`src/rtl/fft32_sdf_sequencer.sv`:
```
// fft32_sdf_sequencer: one phase counter schedules all five SDF
// butterfly stages, their twiddle ROMs and the output tagging.
module fft32_sdf_sequencer (
  input  logic       clk,
  input  logic       rst_n,
  input  logic       in_valid,
  output logic       smp_en,
  output logic [1:0] mode0,
  output logic [1:0] mode1,
  output logic [1:0] mode2,
  output logic [1:0] mode3,
  output logic [1:0] mode4,
  output logic [3:0] tw_addr0,
  output logic [3:0] tw_addr1,
  output logic [3:0] tw_addr2,
  output logic [3:0] tw_addr3,
  output logic       out_valid,
  output logic [4:0] out_idx,
  output logic       frame_done,
  output logic       err,
  output logic       busy
);

  typedef enum logic [1:0] {
    M_IDLE = 2'b00,
    M_LOAD = 2'b01,
    M_BFLY = 2'b10,
    M_TWID = 2'b11
  } mode_e;

  localparam logic [5:0][4:0] OFF = {
    5'd31, 5'd30, 5'd28, 5'd24, 5'd16, 5'd0
  };
  // phase at which each stage's feedback tail has drained
  localparam logic [4:0][4:0] TEND = {
    5'd31, 5'd30, 5'd28, 5'd24, 5'd16
  };

  logic [4:0]      ph, ph_inc, ph_n;
  logic [5:0]      cur, cur_n;
  logic [4:0]      prev, prev_n;
  logic            start, loading, any_n;
  logic [4:0][4:0] cs;
  logic [4:0]      bf, tl, twsel, ldsel;
  logic [4:0][1:0] mode_n, mode_q;
  logic [3:0][3:0] tw_n, tw_q;
  logic [4:0]      nat, idx_n;
  logic            smp_n, err_n, done_n;

  always_comb begin
    loading = cur[0] && (ph != 5'd31);
    start   = in_valid && (ph == 5'd31);
    ph_inc  = ph + 5'd1;
    cur_n   = cur;
    prev_n  = prev;
    if (ph_inc == OFF[0]) begin
      prev_n[0] = cur[0];
      cur_n[0]  = start;
    end
    for (int s = 1; s < 5; s++) begin
      if (ph_inc == OFF[s]) begin
        prev_n[s] = cur[s];
        cur_n[s]  = cur[s-1];
      end
    end
    for (int s = 0; s < 5; s++) begin
      if (ph_inc == TEND[s]) prev_n[s] = 1'b0;
    end
    if (ph_inc == OFF[5]) cur_n[5] = cur[4];
    any_n  = (|cur_n) || (|prev_n);
    ph_n   = any_n ? ph_inc : 5'd31;
    smp_n  = start || (loading && in_valid);
    err_n  = loading ? !in_valid
                     : (in_valid && !start);
    nat    = ph_n + 5'd1;
    done_n = cur_n[5] && (nat == 5'd31);
    for (int i = 0; i < 5; i++) begin
      idx_n[i] = nat[4-i];
    end
  end

  always_comb begin
    cs     = '0;
    bf     = '0;
    tl     = '0;
    twsel  = '0;
    ldsel  = '0;
    mode_n = '0;
    tw_n   = '0;
    for (int s = 0; s < 5; s++) begin
      cs[s] = ph_n - OFF[s];
      bf[s] = cur_n[s] && cs[s][4-s];
      tl[s] = (cur_n[s] &&
               ((cs[s] >> (5 - s)) != 5'd0)) ||
              (prev_n[s] &&
               ((cs[s] >> (4 - s)) == 5'd0));
      twsel[s] = !bf[s] && tl[s];
      ldsel[s] = !bf[s] && !tl[s] && cur_n[s];
      unique case (1'b1)
        bf[s]:    mode_n[s] = M_BFLY;
        twsel[s]: mode_n[s] = M_TWID;
        ldsel[s]: mode_n[s] = M_LOAD;
        default:  mode_n[s] = M_IDLE;
      endcase
    end
    for (int s = 0; s < 4; s++) begin
      tw_n[s] = twsel[s] ? 4'(cs[s] << s) : 4'd0;
    end
  end

  always_ff @(posedge clk or negedge rst_n) begin
    if (!rst_n) begin
      ph         <= 5'd31;
      cur        <= '0;
      prev       <= '0;
      mode_q     <= '0;
      tw_q       <= '0;
      smp_en     <= 1'b0;
      out_valid  <= 1'b0;
      out_idx    <= 5'd0;
      frame_done <= 1'b0;
      err        <= 1'b0;
      busy       <= 1'b0;
    end else begin
      ph         <= ph_n;
      cur        <= cur_n;
      prev       <= prev_n;
      mode_q     <= mode_n;
      tw_q       <= tw_n;
      smp_en     <= smp_n;
      out_valid  <= cur_n[5];
      out_idx    <= idx_n;
      frame_done <= done_n;
      err        <= err_n;
      busy       <= any_n;
    end
  end

  assign mode0    = mode_q[0];
  assign mode1    = mode_q[1];
  assign mode2    = mode_q[2];
  assign mode3    = mode_q[3];
  assign mode4    = mode_q[4];
  assign tw_addr0 = tw_q[0];
  assign tw_addr1 = tw_q[1];
  assign tw_addr2 = tw_q[2];
  assign tw_addr3 = tw_q[3];

endmodule

```
`config.mk`:
```
export PLATFORM = sky130hd
export DESIGN_NAME = fft32_sdf_sequencer
export DESIGN_NICKNAME = d
export VERILOG_FILES = /design/src/rtl/fft32_sdf_sequencer.sv
export SDC_FILE = /design/constraint.sdc
export NUM_CORES = 1
export LEC_CHECK = 0
export ABC_AREA = 1
export CORE_UTILIZATION = 30
export CTS_CLUSTER_SIZE = 8
export DETAILED_ROUTE_END_ITERATION = 6
export PLACE_DENSITY_LB_ADDON = 0.25
export SLEW_MARGIN = 20
export SYNTH_ARGS = -nofsm -noshare
export SYNTH_HDL_FRONTEND = slang
export SYNTH_SLANG_ARGS = --single-unit
export TNS_END_PERCENT = 50
```
`constraint.sdc`:
```
create_clock -name clk -period 9.2 [get_ports clk]
set_clock_uncertainty 0.15 [all_clocks]
set_input_delay 1.84 -clock clk [delete_from_list [all_inputs] [get_ports clk]]
set_output_delay 1.84 -clock clk [all_outputs]
set_load 0.02 [all_outputs]
```
After elaboration in Yosys (flattened, before gate mapping)
Index checks and enable logic that the tools add are counted.
Cells by class
  $add $sub $neg: 6
  eq/ne operators: 8
  muxes and demuxes: 27
  reductions and logical operators: 63
Operators by type and width (number)
  5-bit equality test (second input constant): 7
  1-bit logical AND: 34
  5-bit logical NOT: 6
  2-bit case mux with 3 select lines: 5
  5-bit subtractor (second input constant): 4
  1-bit two-way mux: 17
  4-bit two-way mux: 4
  5-bit nonzero test: 3
  1-bit logical NOT: 12
  5-bit by 1-bit adder with 5-bit output (second input constant): 2
  1-bit logical OR: 6
  6-bit OR reduction: 1
  5-bit two-way mux: 1
  5-bit inequality test (second input constant): 1
  5-bit OR reduction: 1
Word-level totals
  flip-flop bits (word level): 52
  logic and storage cells: 122

Depth between registers and ports, before layout
Gate-level depths: netlist (run 1).
  word-level depth: 15
  mapped depth: 21

Least setup slack after synthesis (run 1)
No wires, ideal clock.
  path type: input-to-reg
  start: input port in_valid
  end: register tw_q, in the netlist tw_addr3[3]
  arrival: 3.539 ns
  required time: 8.979 ns
  slack: 5.440 ns
  cell stages on the path: 14
  path buffers: 0
  cell sequence: nand2_1 > nand3_1 > nand2_1 > nand2_1 > nor2_4 > nand3_4 > nand2_2 > ha_1 > ha_1 > nor4_1 > inv_1 > o21ai_0 > nand2_1 > nor2_1
RTL lines
  start: declaration: RTL line 6  | input logic in_valid,
  end signal: assignment: RTL line 129  | tw_q <= tw_n;
  end: declaration: RTL line 46  | logic [3:0][3:0] tw_n, tw_q;

==> summary.md, run 1 <==
| Metric | Value |
|---|---|
| Status | `finished clean` |
| Final worst slack | `5070 ps` |
| Hold_buf cts | `0` |
| Reg2Reg Depth | `20` |
| Mapped cell area | `2220 um^2` |
| Share of cells above drive strength 1 | `a little under an eighth` |
| Commonest non-fill, non-tap cell in the layout | `nand2_1` |
| Final setup fails | `0` |
| Max Clk Rate | `about 0.24 GHz` |
| Final period util | `around 45%` |
| RSZ-0062 raised after global routing | `false` |
| Layout Utilization | `between 30% and 40%` |
| Tot Pwr | `roughly 1.1 mW` |
| Arrival @ worst endpoint | `roughly 4200 ps` |
| EDFF count, synth | `0` |
| Critical path's most frequent cell | `nand2_1` |
| Max Slew Vio Count | `0` |
| Slowest Stage Delay on Critical Path | `approximately 420 ps` |
| Hpwl dp | `between 3 and 4 mm` |
| Main area contributors after synthesis | `dfrtp_1 (45%), nand2_1 (9.0%), ha_1 (8.5%)` |
| Setup crit end kind | `flip-flop` |
| Finished Layout Cells | `382` |
| Post-Synthesis Cells | `~250` |
| Largest net degree at the start of global routing | `46` |
| Hold Path Depth | `2` |
| Core area | `6980 um^2` |
| Leakage | `between 1 and 1.5 nW` |
| Global-route wire length before repair | `~7.6 mm` |
| Setup bufs post-CTS | `0` |
| Synth top area share | `45.2%` |
| Final Hold Fails | `0` |
| Final TNS setup | `0 ps` |
| Chip Width | `slightly below 90 um` |
| Die ar. | `just under 8000 um^2` |
| Worst r2r src | `ph[0]` |
| CTS tree | `built` |
| Ys async rst share | `100%` |
| Top cell type by total area after synthesis | `dfrtp_1` |
| TritonCTS Buffers | `5` |
| DR vias | `1606` |
| Slowest-stage cell, CP | `clkdlybuf4s50_1` |
| PortBufs | `32` |
| Pwr per Cell Area | `408 nW/um^2` |
| CP top delay family | `simple AND/OR/NAND/NOR gates` |
| Flops & latches, synth | `45` |
| Reg clk slew, reported paths | `90 ps` |
| GR Util All Layers | `around an eighth` |
| Worst Path Max Fanout | `9` |
| Hold Crit Start | `prev[1]` |
| Antenna Nets Post-Route | `0` |
| Hold/Removal Path Class | `flip-flop to flip-flop` |
| Site Rows | `30` |
| WS Path Type | `input port to flip-flop` |
| I/O Pins | `39` |
| Gpl congestion | `slightly below 0.8` |
| Cells after DPL | `between 300 and 400` |
| FILL cells | `~700` |
| CP Launch Type | `input port` |
| Post-CTS resize count | `0` |
| Slew of the pin with the lowest slew margin | `approximately 550 ps` |
| Vias in the first global route | `between 1.5k and 2k` |
| Initial Utilization | `roughly a third` |
| Max-slew headroom | `63.6%` |
| R2R Path End | `tw_addr3[3]` |
| Nets | `about 300` |
| Worst reg2reg setup slack | `5250 ps` |
| Yosys cell types | `30` |
| DRC Markers | `0` |
| Clk sink count | `45` |
| Hold Path Sink | `prev[1]` |
| Synth Area per Inst | `~9.0 um^2` |
| Sequential share of the synthesized area | `51.1%` |
| Synth Flop Type | `dfrtp_1` |
| Bufs and invs on worst path | `2` |
| Drt via density | `4.20` |
| P&R area growth vs syn | `22.7%` |
| Initial antenna violation count | `0` |
| # diodes | `0` |
| Maximum root-to-sink buffer count | `2` |
| 1st-iter DRT viols | `37` |
| DR WL/cell | `11.6 um` |
| CTS root buf | `clkbuf_8` |
| Dpl ws | `about 4700 ps` |
| Routed WL | `~4.4 mm` |
| Crit-path cells | `clkdlybuf4s50_1 > nand2_1 > nand3_1 > nand2_1 > nand2_1 > nor2_4 > nand3_4 > nand2_2 > ha_1 > ha_1 > nor4_1 > inv_1 > o21ai_0 > nand2_1 > nor2_1` |
| Die H | `roughly 88 um` |
| H-tree levels | `2` |
| Worst Path Required | `slightly above 9000 ps` |
| Pre-Repair DR Iteration Count | `4` |
| Worst skew pair latency | `roughly 300 ps` |
| Grt total ovfl | `0` |
| Most frequent cells in the layout | `nand2_1 (53), inv_1 (47), dfrtp_1 (40), clkdlybuf4s50_1 (31), nand3_1 (21)` |
| Maximum vdd drop | `just over 0.0001 V` |
| # Max-Cap Violations | `0` |
| Minimum clock period | `slightly above 4000 ps` |
| Synth Warn # | `0` |
## worst reg2reg max path, delay by kind of cell (launching register included)
kind	cells	cell delay (ps)
compound gates	1	100
simple gates	12	1600
flops	1	630
fa+ha+maj	4	990
buf+inv	3	430
## routing by layer
metal / wire [um] / share of wire, % / global-route usage [%]
met1: 2110 / 48 / 17.2
met3: 163 / 3.7 / 3.02
met5: 0 / 0 / 0
met2: 2040 / 46 / 20.9
met4: 114 / 2.6 / 5.37
## metrics by stage
stage,hold WS [ps],instance area (um^2)
after global placement,389,2630
after detailed placement,385,2630
after global routing,438,2720
after floorplan,336,2230
after CTS,413,2720
final,413,2720
## cell type report
class                   count  area, um^2  area share, %
clock buffers               5        68.8           2.53
clock inverters             3        22.5          0.828
inverters                  49         185           6.81
multi-input cells         152         872           32.1
flip-flops and latches     45        1130           41.6
well taps                  96         120           4.42
repair buffers             32         318           11.7
## synthesized netlist by cell type (2+ instances only)
cell,count
nand3_1,21
dfstp_2,5
nand2_4,2
nor2_4,3
nand2_2,7
nor2_2,3
nor2_1,17
inv_1,47
a21oi_1,5
nand4_1,4
ha_1,15
o21ai_0,4
nand2_1,53
dfrtp_1,40
buf_4,6
## where the power goes
part	internal, mW	switching [mW]	total, mW	leakage, nW
clock	0.0539	0.0703	0.124	0.0481
sequential	0.294	0.0366	0.331	0.544
combinational	0.235	0.419	0.654	0.795
## worst max-delay path by stage
stage	cells past startpoint	from	to	slack, ps
final	15	in_valid	tw_addr3[3]	5070
after floorplan	14	in_valid	tw_addr3[3]	5440
after global placement	15	in_valid	tw_addr3[3]	4820
after global routing	15	in_valid	tw_addr3[3]	4840
after detailed placement	15	in_valid	tw_addr3[3]	4750
after CTS	15	in_valid	tw_addr3[3]	5080
## logic make-up after synthesis
| logic type | share of synthesized area [%] |
|---|---|
| simple gates | 25.5 |
| compound gates | 2.88 |
| fa+ha+maj | 8.47 |
| flops | 51.1 |
| buf+inv | 10.4 |
| other cells | 0.169 |
| xor+xnor | 1.52 |
## flip-flops by register name, summed over array words and instances, names as in the netlist
register and count:
frame_done 1, cur 6, tw_addr1 3, busy 1
tw_addr0 4, tw_addr3 1, smp_en 1, mode4 2
mode0 2, mode3 2, err 1, tw_addr2 2
prev 5, mode2 2, out_idx 5, ph 5
mode1 2
(Power assumes the default switching activity.)
==> run 2, diff against run 1 <==
==> constraint.sdc (replaced) <==
create_clock -name clk -period 3.8 [get_ports clk]
set_clock_uncertainty 0.15 [all_clocks]
set_input_delay 0.76 -clock clk [delete_from_list [all_inputs] [get_ports clk]]
set_output_delay 0.76 -clock clk [all_outputs]
set_load 0.02 [all_outputs]
==> run 2 against run 1 <==
Against the previous run: setup slack lost 4800 ps; via count grew 3.4%; critical path depth grew 6; non-clock buffer count grew 14; global-route usage shrank 0.53 points; die area is the same; highest routed layer unchanged.
==> summary.md, run 2 (synthesized netlist as in run 1, its figures left out) <==
| Metric | Value |
|---|---|
| Status | `finished clean` |
| Routed WL | `4.50 mm (+1.7%)` |
| Die ar. | `7730 um^2 (unchanged)` |
| # diodes | `0 (unchanged)` |
| Arrival @ worst endpoint | `3540 ps (-670 ps)` |
| Core area | `6980 um^2 (unchanged)` |
| Final setup fails | `0 (unchanged)` |
| Worst Path Required | `3840 ps (-5440 ps)` |
| I/O Pins | `39 (unchanged)` |
| Chip Width | `87.9 um (unchanged)` |
| Global-route wire length before repair | `7.36 mm (-3.5%)` |
| Hpwl dp | `3.25 mm (-1.2%)` |
| Slew of the pin with the lowest slew margin | `557 ps (+11.2 ps)` |
| FILL cells | `723 (+0.70%)` |
| Sequential power share | `28.5% (-1.3 points)` |
| Initial antenna violation count | `0 (unchanged)` |
| Maximum root-to-sink buffer count | `2 (unchanged)` |
| H-tree levels | `2 (unchanged)` |
| WS Path Type | `flip-flop to flip-flop` |
| Clock share of power | `10.2% (-1.0 points)` |
| TritonCTS Buffers | `5 (unchanged)` |
| Largest register by flop count | `cur` |
| Pre-Repair DR Iteration Count | `4 (unchanged)` |
| Initial Utilization | `31.7% (unchanged)` |
| DR vias | `1660 (+3.4%)` |
| Largest net degree at the start of global routing | `46 (unchanged)` |
| Hold_buf cts | `0 (unchanged)` |
| Vias in the first global route | `1569 (-2.2%)` |
| Grt total ovfl | `0 (unchanged)` |
| Antenna Nets Post-Route | `0 (unchanged)` |
| Minimum clock period | `~3500 ps` |
| Commonest non-fill, non-tap cell in the layout | `nand2_1` |
| Worst Path Max Fanout | `8 (-1)` |
| Pwr per Cell Area | `983 nW/um^2 (+140%)` |
| Finished Layout Cells | `396 (+3.7%)` |
| Final Hold Fails | `0 (unchanged)` |
| Max Clk Rate | `approximately 0.29 GHz` |
| Int Pwr | `1.50 mW (+160%)` |
| PortBufs | `32 (unchanged)` |
| Share of cells above drive strength 1 | `17.3% (+5.4 points)` |
| Site Rows | `30 (unchanged)` |
| Worst skew pair latency | `300 ps (about the same)` |
| Drt via density | `4.19 (-0.29%)` |
| Combinational cell fraction of total power | `61.3% (+2.3 points)` |
| Nets | `317 (+4.6%)` |
| Leakage | `1.45 nW (+4.3%)` |
| CP Launch Type | `flip-flop` |
| CTS root buf | `clkbuf_8` |
| Max-slew headroom | `62.9% (-0.75 points)` |
| Max Slew Vio Count | `0 (unchanged)` |
| Die H | `87.9 um (unchanged)` |
| DRC Markers | `0 (unchanged)` |
| Maximum vdd drop | `0.000314 V (+210%)` |
| Setup crit end kind | `flip-flop` |
| CTS tree | `built` |
| GR Util All Layers | `12.6% (-0.53 points)` |
| Switch share | `46.1% (-1.3 points)` |
| 1st-iter DRT viols | `64 (+73%)` |
| Reg clk slew, reported paths | `90 ps (about the same)` |
| Final period util | `roughly 92%` |
| Most frequent cells in the layout | `nand2_1 (53), inv_1 (46), dfrtp_1 (40), clkdlybuf4s50_1 (31), nand3_1 (20)` |
| Worst r2r src | `ph[0]` |
| DR WL/cell | `11.4 um (-1.9%)` |
| Hold/Removal Path Class | `input port to async pin` |
| # Max-Cap Violations | `0 (unchanged)` |
| Psw | `1.29 mW (+140%)` |
| P&R area growth vs syn | `27.9%` |
| Crit path from | `ph[0]` |
| Gpl congestion | `0.808 (+2.4%)` |
| Tot Pwr | `2.79 mW (+150%)` |
| Largest register FFs | `6 (unchanged)` |
| Clk sink count | `45 (unchanged)` |
| Cells after DPL | `379 (+1.3%)` |
==> run 2: layer usage <==
layer	track usage [%]	wire length (um)	up-vias
met5	0	0	-
met4	3.58	38	0
met3	2.83	143	4
met2	20.9	2200	26
met1	16.5	2120	784
li1	-	-	846
==> run 2: power by group through the flow <==
stage / clock, mW / sequential [mW] / combinational [mW]
after floorplan: 0 / 0.957 / 0.914
after global placement: 0 / 0.806 / 1.64
after detailed placement: 0 / 0.804 / 1.65
after CTS: 0.296 / 0.801 / 1.65
after global routing: 0.313 / 0.814 / 1.93
final: 0.283 / 0.794 / 1.71
==> run 2: path summary, 6_finish.rpt <==
| check | endpoint | slack [ps] | depth (start not counted) |
|---|---|---|---|
| max | mode3[1] | 300 | 21 |
| min | err | 300 | 1 |
| max reg2reg | mode3[1] | 300 | 21 |
| min reg2reg | prev[1] | 420 | 2 |
| max in group asynchronous | ph[2] | 2810 | 1 |
| min in group clk | prev[1] | 420 | 2 |
==> run 2: metrics by stage <==
| step | instance area (um^2) | setup WS (ps) | utilization, % | hold slack [ps] | setup TNS, ps |
|---|---|---|---|---|---|
| final | 2830 | 295 | 40.6 | 299 | 0 |
| after global routing | 2830 | -61.2 | 40.6 | 344 | -72.1 |
| after CTS | 2750 | 177 | 39.3 | 417 | 0 |
| after detailed placement | 2660 | 182 | 38.1 | 398 | 0 |
| after global placement | 2660 | 304 | 38.1 | 406 | 0 |
| after floorplan | 2230 | 305 | - | 314 | 0 |
==> run 2: layout make-up <==
type                       instances  area [um^2]  area share [%]
inverter                          49          185            6.53
clock inverter                     2         10.0           0.353
tap                               96          120            4.24
sequential                        45         1130            40.0
multi-input combinational        152          891            31.4
clock buffer                       6         72.6            2.56
timing repair buffer              46          423            14.9
==> run 2: repair_timing <==
item,4_1_cts,5_1_grt
setup buffers,0,9
gates resized for setup,0,6
setup endpoints to repair,0,10
==> run 2: critical path: stages (launching register included) <==
cell and delay (ps):
dfstp_2 610, ha_1 180, inv_1 60, nor3_2 190, ha_1 290, inv_2 120
nor2_4 60, nand2_1 80, nand2_1 50, nand2_1 100, nand3_1 130, nor2_4 120
nand3_4 150, buf_4 180, nand2_2 80, inv_1 90, ha_1 200, inv_1 70
nor4_2 50, inv_1 60, o21ai_1 70, or2_2 300
==> run 3, diff against run 2 <==
--- a/config.mk
+++ b/config.mk
@@ -7,8 +7,9 @@
 export LEC_CHECK = 0
 export ABC_AREA = 1
 export CORE_UTILIZATION = 30
-export CTS_CLUSTER_SIZE = 8
+export CTS_CLUSTER_SIZE = 10
 export DETAILED_ROUTE_END_ITERATION = 6
+export GPL_TIMING_DRIVEN = 0
 export PLACE_DENSITY_LB_ADDON = 0.25
 export SLEW_MARGIN = 20
 export SYNTH_ARGS = -nofsm -noshare
==> constraint.sdc (replaced) <==
create_clock -name clk -period 3.8 [get_ports clk]
set_clock_uncertainty 0.15 [all_clocks]
set_input_delay 0.95 -clock clk [delete_from_list [all_inputs] [get_ports clk]]
set_output_delay 0.95 -clock clk [all_outputs]
set_load 0.02 [all_outputs]
==> run 3 against run 2 <==
Against the previous run: via count increased by 1.2%; non-clock buffer count increased by 7; first-iteration DRC count decreased by 1.6%; critical endpoint is now tw_addr3[3]; design area increased by 5.2%; critical path depth decreased by 1; power increased by 6.5%; critical path type unchanged; largest cell class unchanged.
==> summary.md, run 3 (synthesized netlist as in run 1, its figures left out) <==
| Metric | Value |
|---|---|
| CTS root buf | `clkbuf_8` |
| H-tree levels | `2 (unchanged)` |
| Final Hold Fails | `0 (unchanged)` |
| Final setup fails | `0 (unchanged)` |
| Met3 Use GR | `3.02% (+0.19 points)` |
| Reg clk slew, reported paths | `90 ps (about the same)` |
| Worst Path Max Fanout | `7 (-1)` |
| Met2 usage | `21.8% (+0.92 points)` |
| Grt total ovfl | `0 (unchanged)` |
| Arrival @ worst endpoint | `3600 ps (+60 ps)` |
| PortBufs | `32 (unchanged)` |
| R2R Path End | `tw_addr3[3]` |
| Nets | `324 (+2.2%)` |
| TritonCTS Buffers | `5 (unchanged)` |
| CTS tree | `built` |
| Core area | `6980 um^2 (unchanged)` |
| Drt via density | `4.17 (-0.55%)` |
| Sequential power share | `26.8% (-1.7 points)` |
| Antenna Nets Post-Route | `0 (unchanged)` |
| # Max-Cap Violations | `0 (unchanged)` |
| M1 GR Usage | `16.0% (-0.51 points)` |
| DRC Markers | `0 (unchanged)` |
| Finished Layout Cells | `403 (+1.8%)` |
| Worst skew pair latency | `300 ps (about the same)` |
| DR WL/cell | `10.9 um (-3.8%)` |
| Largest register FFs | `6 (unchanged)` |
| Minimum clock period | `3510 ps (+4.56 ps)` |
| Initial antenna violation count | `0 (unchanged)` |
| Hold Path Sink | `prev[1]` |
| Worst reg2reg setup slack | `290 ps (about the same)` |
| 1st-iter DRT viols | `63 (-1.6%)` |
| Worst r2r src | `ph[1]` |
| Share of cells above drive strength 1 | `20.2% (+2.9 points)` |
| Cells after DPL | `381 (+0.53%)` |
| Final period util | `92.3% (+0.12 points)` |
| Layout Utilization | `42.7% (+2.1 points)` |
| DR vias | `1680 (+1.2%)` |
| GR Util All Layers | `13.0% (+0.36 points)` |
| WS Path Type | `flip-flop to flip-flop` |
| Initial Utilization | `31.7% (unchanged)` |
| Psw | `1.32 mW (+2.9%)` |
| CP Launch Type | `flip-flop` |
| Site Rows | `30 (unchanged)` |
| Hold/Removal Path Class | `flip-flop to flip-flop` |
| Pre-Repair DR Iteration Count | `4 (unchanged)` |
| Global-route wire length before repair | `7.53 mm (+2.3%)` |
| Maximum vdd drop | `0.000309 V (-1.5%)` |
| Grt peak-use layer | `met2` |
| Commonest non-fill, non-tap cell in the layout | `nand2_1` |
| I/O Pins | `39 (unchanged)` |
| Max Slew Vio Count | `0 (unchanged)` |
| Hold Path Depth | `2` |
| Final TNS setup | `0 ps (unchanged)` |
| Reg2Reg Depth | `20 (-4.8%)` |
| Setup crit end kind | `flip-flop` |
| Switch share | `44.6% (-1.6 points)` |
| Worst Path Required | `3890 ps (+50 ps)` |
| Int Pwr | `1.65 mW (+9.6%)` |
| Die ar. | `7730 um^2 (unchanged)` |
| P&R area growth vs syn | `34.6%` |
| # diodes | `0 (unchanged)` |
| Hpwl dp | `3.19 mm (-2.0%)` |
| RSZ-0062 raised after global routing | `true` |
| Dpl ws | `-223 ps (-405 ps)` |
| FILL cells | `699 (-3.3%)` |
| Most frequent cells in the layout | `nand2_1 (52), inv_1 (45), dfrtp_1 (40), clkdlybuf4s50_1 (31)` |
| Final worst slack | `291 ps (-4.56 ps)` |
| Vias in the first global route | `1600 (+2.0%)` |
| Pwr per Cell Area | `995 nW/um^2 (+1.2%)` |
| Hold Crit Start | `prev[1]` |
| Chip Width | `87.9 um (unchanged)` |
| Gpl congestion | `0.838 (+3.7%)` |
| Largest register by flop count | `cur` |
| Max Clk Rate | `0.285 GHz (-0.13%)` |
| Maximum root-to-sink buffer count | `2 (unchanged)` |
| Status | `finished clean` |
| Clk sink count | `45 (unchanged)` |
| Largest net degree at the start of global routing | `27 (-41%)` |
| Routed WL | `4.40 mm (-2.1%)` |
| Clock share of power | `12.8% (+2.6 points)` |
| Leakage | `1.52 nW (+4.7%)` |
| Combinational cell fraction of total power | `60.4% (-0.9 points)` |
| Die H | `87.9 um (unchanged)` |
==> run 3: cell count changes in the layout (fill, tap and decap cells not counted), sizes merged <==
cell,previous run,this run
clkinvlp,0,1
clkinv,4,2
bufinv,0,1
buf,15,22
==> run 3: worst max-delay path, stage by stage (launching register included) <==
cell and delay [ps]:
dfstp_2 600, ha_1 180, inv_1 60, nor3_2 170, ha_1 310, inv_4 120, nor2_4 50, nand2_1 70
nand2_1 70, nand2_2 90, nand3_1 130, nor2_4 120, nand3_4 170, nand2_8 140, ha_2 220, ha_1 230
nor4_1 210, inv_1 80, o21ai_0 100, nand2_1 80, nor2_1 80
==> run 3: per-stage QoR <==
| step | total power, mW | cell area [um^2] | hold WS (ps) |
|---|---|---|---|
| final | 2.97 | 2980 | 399 |
| after detailed placement | 2.39 | 2690 | 378 |
| after global routing | 3.25 | 2980 | 445 |
| after global placement | 2.37 | 2680 | 384 |
| after floorplan | 1.87 | 2230 | 336 |
| after CTS | 2.83 | 2860 | 404 |
==> run 3: repair_timing <==
| action | in CTS | in global routing |
|---|---|---|
| hold buffers | 0 | 0 |
| setup buffers | 2 | 12 |
| endpoints found under the setup margin | 3 | 12 |
| pin swaps | 0 | 7 |
| resized for setup | 6 | 8 |
==> run 3: power by group through the flow <==
stage,clock network (mW),registers [mW],logic (mW)
finish,0.380,0.795,1.79
global route,0.409,0.817,2.02
CTS,0.393,0.800,1.64
detailed placement,0,0.805,1.59
global placement,0,0.808,1.56
floorplan,0,0.957,0.914
==> run 3: cell type report <==
type                    count  area (um^2)  share of cell area, %
clock buffers               6         82.6                   2.77
plain buffers               6         45.0                   1.51
multi-input cells         152          936                   31.4
flip-flops and latches     45         1130                   38.0
well taps                  96          120                   4.03
repair buffers             47          440                   14.8
clock inverters             2         37.5                   1.26
inverters                  49          188                   6.29
==> run 3: how the worst max path moves through the flow <==
| stage | cells past startpoint | start | slack, ps | end |
|---|---|---|---|---|
| 6_report | 20 | ph[1] | 290 | tw_addr3[3] |
| 5_1_grt | 20 | ph[0] | -7 | tw_addr3[3] |
| 4_1_cts | 20 | ph[0] | 50 | tw_addr3[3] |
| 3_5_place_dp | 20 | ph[0] | -220 | tw_addr3[3] |
| 3_3_place_gp | 20 | ph[0] | -200 | tw_addr3[3] |
| 2_1_floorplan | 20 | ph[0] | 310 | tw_addr3[3] |
==> run 3: routing by layer <==
layer  part of all wire [%]  vias up  wire length (um)
li1                       -      864                 -
met3                    3.8        9               167
met5                      0        -                 0
met2                     49       33              2170
met1                     45      774              1980
met4                    1.9        0                84
